**config.mk**
```make
export PLATFORM = sky130hd
export DESIGN_NAME = sq_arbiter
export DESIGN_NICKNAME = d
export VERILOG_FILES = /design/src/rtl/sq_arbiter.sv
export SDC_FILE = /design/constraint.sdc
export NUM_CORES = 1
export LEC_CHECK = 0
export ABC_AREA = 0
export CAP_MARGIN = 20
export CORE_MARGIN = 3
export CORE_UTILIZATION = 52
export DETAILED_ROUTE_END_ITERATION = 8
export PLACE_DENSITY = 0.88
export SLEW_MARGIN = 0
export SYNTH_ARGS = -nofsm -noshare
export SYNTH_HDL_FRONTEND = slang
export SYNTH_SLANG_ARGS = --single-unit
```
**constraint.sdc**
```tcl
create_clock -name clk -period 4.9 [get_ports clk]
set_input_delay 0.98 -clock clk [delete_from_list [all_inputs] [get_ports clk]]
set_output_delay 0.98 -clock clk [all_outputs]
set_load 0.05 [all_outputs]
```
**src/rtl/sq_arbiter.sv**
```systemverilog
`default_nettype none
// ============================================================================
//  Module   : sq_arbiter
//  Purpose  : Two-requester round-robin arbiter in front of a 4-bit squarer
//             (unsigned or two's-complement operand) with a fixed, parameter-
//             selected latency from grant to result strobe.
//  Revision : 1.0  initial release
// ============================================================================
module sq_arbiter #(
  parameter int LAT = 2
) (
  input  logic       clk,
  input  logic       rst,
  input  logic       req0,
  input  logic [3:0] n0,
  input  logic       sign0,
  input  logic       req1,
  input  logic [3:0] n1,
  input  logic       sign1,
  output logic       gnt0,
  output logic       gnt1,
  output logic       out_valid,
  output logic       out_id,
  output logic [7:0] square,
  output logic       busy
);

  localparam logic [3:0] C_LAT = 4'(LAT);

  typedef enum logic [1:0] {
    IDLE = 2'd0,
    CALC = 2'd1,
    DONE = 2'd2
  } state_t;

  state_t     state_q, state_d;
  logic       ptr_q, ptr_d;
  logic [3:0] cnt_q, cnt_d;
  logic       gnt0_q, gnt0_d;
  logic       gnt1_q, gnt1_d;
  logic [3:0] op_q, op_d;
  logic       sgn_q, sgn_d;
  logic       id_q, id_d;
  logic       out_valid_q, out_valid_d;
  logic       out_id_q, out_id_d;
  logic [7:0] square_q, square_d;

  logic       w_win;
  logic [3:0] w_mag;
  logic [7:0] w_sq;

  // Square lookup on the latched operand: a negative signed operand is folded
  // to its magnitude (-8 folds to 8), then indexes the 16-entry table.
  always_comb begin
    w_mag = (sgn_q && op_q[3]) ? (4'd0 - op_q) : op_q;
    case (w_mag)
      4'd0:    w_sq = 8'd0;
      4'd1:    w_sq = 8'd1;
      4'd2:    w_sq = 8'd4;
      4'd3:    w_sq = 8'd9;
      4'd4:    w_sq = 8'd16;
      4'd5:    w_sq = 8'd25;
      4'd6:    w_sq = 8'd36;
      4'd7:    w_sq = 8'd49;
      4'd8:    w_sq = 8'd64;
      4'd9:    w_sq = 8'd81;
      4'd10:   w_sq = 8'd100;
      4'd11:   w_sq = 8'd121;
      4'd12:   w_sq = 8'd144;
      4'd13:   w_sq = 8'd169;
      4'd14:   w_sq = 8'd196;
      default: w_sq = 8'd225;
    endcase
  end

  // Next-state logic: arbitration in IDLE, latency countdown in CALC,
  // single-cycle DONE. Grant and strobe outputs default low each cycle.
  always_comb begin
    state_d     = state_q;
    ptr_d       = ptr_q;
    cnt_d       = cnt_q;
    gnt0_d      = 1'b0;
    gnt1_d      = 1'b0;
    op_d        = op_q;
    sgn_d       = sgn_q;
    id_d        = id_q;
    out_valid_d = 1'b0;
    out_id_d    = out_id_q;
    square_d    = square_q;
    // Both requesting: pointer decides; otherwise the lone requester wins.
    w_win       = (req0 && req1) ? ptr_q : req1;
    case (state_q)
      IDLE: begin
        if (req0 || req1) begin
          gnt0_d  = ~w_win;
          gnt1_d  = w_win;
          op_d    = w_win ? n1 : n0;
          sgn_d   = w_win ? sign1 : sign0;
          id_d    = w_win;
          ptr_d   = ~w_win;
          cnt_d   = C_LAT;
          state_d = CALC;
        end
      end
      CALC: begin
        if (cnt_q == 4'd1) begin
          square_d    = w_sq;
          out_id_d    = id_q;
          out_valid_d = 1'b1;
          state_d     = DONE;
        end else begin
          cnt_d = cnt_q - 4'd1;
        end
      end
      DONE: begin
        state_d = IDLE;
      end
      default: begin
        state_d = IDLE;
      end
    endcase
  end

  // State and output registers with synchronous reset.
  always_ff @(posedge clk) begin
    if (rst) begin
      state_q     <= IDLE;
      ptr_q       <= 1'b0;
      cnt_q       <= 4'd0;
      gnt0_q      <= 1'b0;
      gnt1_q      <= 1'b0;
      op_q        <= 4'd0;
      sgn_q       <= 1'b0;
      id_q        <= 1'b0;
      out_valid_q <= 1'b0;
      out_id_q    <= 1'b0;
      square_q    <= 8'h00;
    end else begin
      state_q     <= state_d;
      ptr_q       <= ptr_d;
      cnt_q       <= cnt_d;
      gnt0_q      <= gnt0_d;
      gnt1_q      <= gnt1_d;
      op_q        <= op_d;
      sgn_q       <= sgn_d;
      id_q        <= id_d;
      out_valid_q <= out_valid_d;
      out_id_q    <= out_id_d;
      square_q    <= square_d;
    end
  end

  assign gnt0      = gnt0_q;
  assign gnt1      = gnt1_q;
  assign out_valid = out_valid_q;
  assign out_id    = out_id_q;
  assign square    = square_q;
  assign busy      = (state_q != IDLE);

endmodule
`default_nettype wire

```
==> results by group <==
Status
  • Outcome: finished clean

Hold path
  • Worst hold path class: register to register
  • Hold path startpoint: square[6]
  • WHS Endpoint: square[6]
  • Hold Path Cell Cnt: 2

Yosys
  • Yosys top cell area share: 41.9%
  • Seq/Total Area, Yosys: 41.9%
  • Post-synth net total: 151
  • Cells after Synth: 133
  • Async SR Flop Fraction: 0%
  • Syn_area_per_cell: 8.63 µm²
  • Yosys cell types: 43
  • Number of synthesized flops with an enable pin: 0
  • Ys flop type: dfxtp_1
  • Synth area leader: dfxtp_1
  • Synth Register Bits: 24
  • Synth top area cells: dfxtp_1 42%, a21oi_1 4.8%, nand2_1 4.6%
  • Post-Syn Area: 1150 µm²
  • Syn. warnings: 0

Worst setup path
  • Reg-to-reg endpoint: square[7]
  • R2R depth: 6
  • Crit. End Element: output pin
  • Crit path depth: 3
  • Type of origin of the critical path: register
  • Cell Chain, Critical Path: nor2_1, inv_1, clkdlybuf4s50_1
  • Reg2reg setup slack: 3040 ps
  • R2r startpoint: op_q[1]
  • Slowest-stage cell, CP: clkdlybuf4s50_1
  • CP arrival: 1720 ps
  • Worst endpoint required time: 3920 ps
  • Critical path's top delay family: buffers and inverters
  • Max incr delay on CP: 710 ps
  • WP buf/inv: 2
  • CP Max Fanout: 6
  • Path type of the worst setup path: register to output pin

Cells and area
  • Diode count: 0
  • Multi-input logic area: 609 µm²
  • Most common cell after layout, fill and taps aside: clkdlybuf4s50_1
  • Final net count: 175
  • Fillers: 166
  • Share of cells above drive strength 1: 5.16%
  • Sequential Area: 480 µm²
  • P&R area growth vs syn: 24.0%
  • Most frequent cells in the layout: 25 x clkdlybuf4s50_1, 24 x dfxtp_1, 14 x nand2_1, 11 x a21oi_1, 9 x nor2_1

Die
  • Die area: 2810 µm²
  • Site Rows: 16
  • Die Y: 53.0 µm
  • Die width: 53.0 µm
  • I/O pins: 27
  • Starting Density: 56.7%
  • Floorplan core area: 2020 µm²

Clock tree
  • Clk buf depth: 2
  • Root Driver: clkbuf_4
  • Hold buffers post-CTS: 0
  • Number of setup buffers added after CTS: 0
  • Num CTS Buffers: 3
  • Clock Latency Late Sink: 300 ps
  • CTS tree: done
  • H-tree depth: 1
  • Post-CTS sizing: 0
  • Worst-path clk slew: 120 ps
  • Clock sink count: 24

Run
  • Max cap viols: 0

STA
  • Max-slew violations: 0
  • Unrepaired setup endpoints after global routing: false
  • Final setup TNS: 0 ps
  • Relative slew slack: 58.7%
  • Count of final setup violators: 0
  • Period utilisation layout: 55.1%
  • Slew @ Worst Pin: 618 ps
  • Hold_ws: 461 ps
  • Final Skew: 1.54 ps
  • Hold Fails Final Rpt: 0
  • Crit path time final: 2700 ps
  • Max Fclk: 370 MHz

Detailed routing
  • DRT iter0 DRCs: 11
  • Residual DRC count: 0
  • Routed len/inst: 12.2 µm
  • Final ANT Viol Nets: 0
  • Post-Route WL: 2.22 mm
  • Vias per cell: 5.32
  • Detailed Routing Iterations Pass 1: 4
  • Vias: 969

Global route
  • Initial antenna violation count: 0
  • GR Overflow Total: 0
  • Number of global-route vias before repair: 906
  • Global-route wire length before repair: 3.44 mm
  • Largest net degree at the start of global routing: 21
  • Total GRT Usage: 16.7%

Power
  • PwrDens: 288 nW/µm²
  • Pleak: 0.550 nW
  • VDD IR max: 202 µV

Placed design
  • Port bufs: 25
  • Dpl hpwl: 1.75 mm
  • Gpl congestion: 0.856
-- state kept, by name (all words and copies together), names as in the netlist --
name	count
out_valid	1
gnt0	1
gnt1	1
square	7
state_q	2
op_q	4
id_q	1
ptr_q	1
out_id	1
sgn_q	1
cnt_q	4
-- cells by family (layout without fill, tap and decap cells) --
group	count (synthesis)	in the layout	share of synthesized area, %
AND/OR/NAND/NOR	54	54	25.3
AO/OA/AOI/OAI	30	30	17.7
flip-flops	24	24	41.9
buffers and inverters	13	35	5.02
XOR/XNOR	6	6	4.58
adder cells (fa/ha/maj)	4	4	4.36
other	1	1	0.327
multiplexers	1	1	0.872
-- worst reg2reg max path, delay by kind of cell, from the launching register on --
family | cells | cell delay, ps
xor gates and xnor gates | 1 | 190
adders and majority gates | 1 | 250
DFF | 1 | 550
AOI/OAI and AO/OA | 1 | 150
and+or+nand+nor | 2 | 560
buffers and inverters | 1 | 110
-- Yosys cell counts (2+ instances only) --
master	number
dfxtp_1	24
nand2_1	14
a21oi_1	11
nor2_1	9
nand3_1	8
inv_1	7
o21ai_0	5
xor2_1	5
ha_1	4
clkbuf_1	3
nand2b_1	3
a21o_1	2
a221o_1	2
and2_0	2
and2_1	2
and3_1	2
buf_4	2
nand3b_1	2
nor3_1	2
-- layout make-up --
class	instances	area share, %
flip-flops and latches	24	33.8
well taps	27	2.37
repair buffers	25	17.6
inverters	7	1.85
multi-input cells	96	42.8
clock buffers	3	1.58
-- worst max path at each step --
stage | startpoint | to | slack (ps)
CTS | state_q[1] | busy | 2180
global route | state_q[1] | busy | 2110
global placement | rst | op_q[0] | 2180
floorplan | req1 | op_q[0] | 3050
finish | state_q[1] | busy | 2200
detailed placement | rst | op_q[0] | 2150
-- layer usage --
metal  share of wire [%]  global-route usage [%]  up-vias
li1                    -                       -      503
met3                 5.0                    3.66        2
met1                  43                    17.4      436
met2                  51                    29.5       28
met4                0.81                    11.5        0
met5                   0                       0        -
-- metrics by stage --
step / util [%] / instances / total power, mW / instance area (µm²) / worst slack (ps)
5_1_grt: 70.4 / 182 / 0.433 / 1420 / 2110
2_1_floorplan: - / 133 / 0.302 / 1150 / 3050
3_5_place_dp: 69.2 / 179 / 0.333 / 1400 / 2150
4_1_cts: 70.4 / 182 / 0.414 / 1420 / 2180
3_3_place_gp: 69.2 / 179 / 0.327 / 1400 / 2180
6_report: 70.4 / 182 / 0.410 / 1420 / 2200
-- report_power, final --
group / internal (mW) / switching, mW / leakage (nW)
combinational: 0.0475 / 0.0575 / 0.340
clock: 0.0287 / 0.0521 / 0.0138
sequential: 0.208 / 0.0158 / 0.196
(Power assumes the default switching activity.)
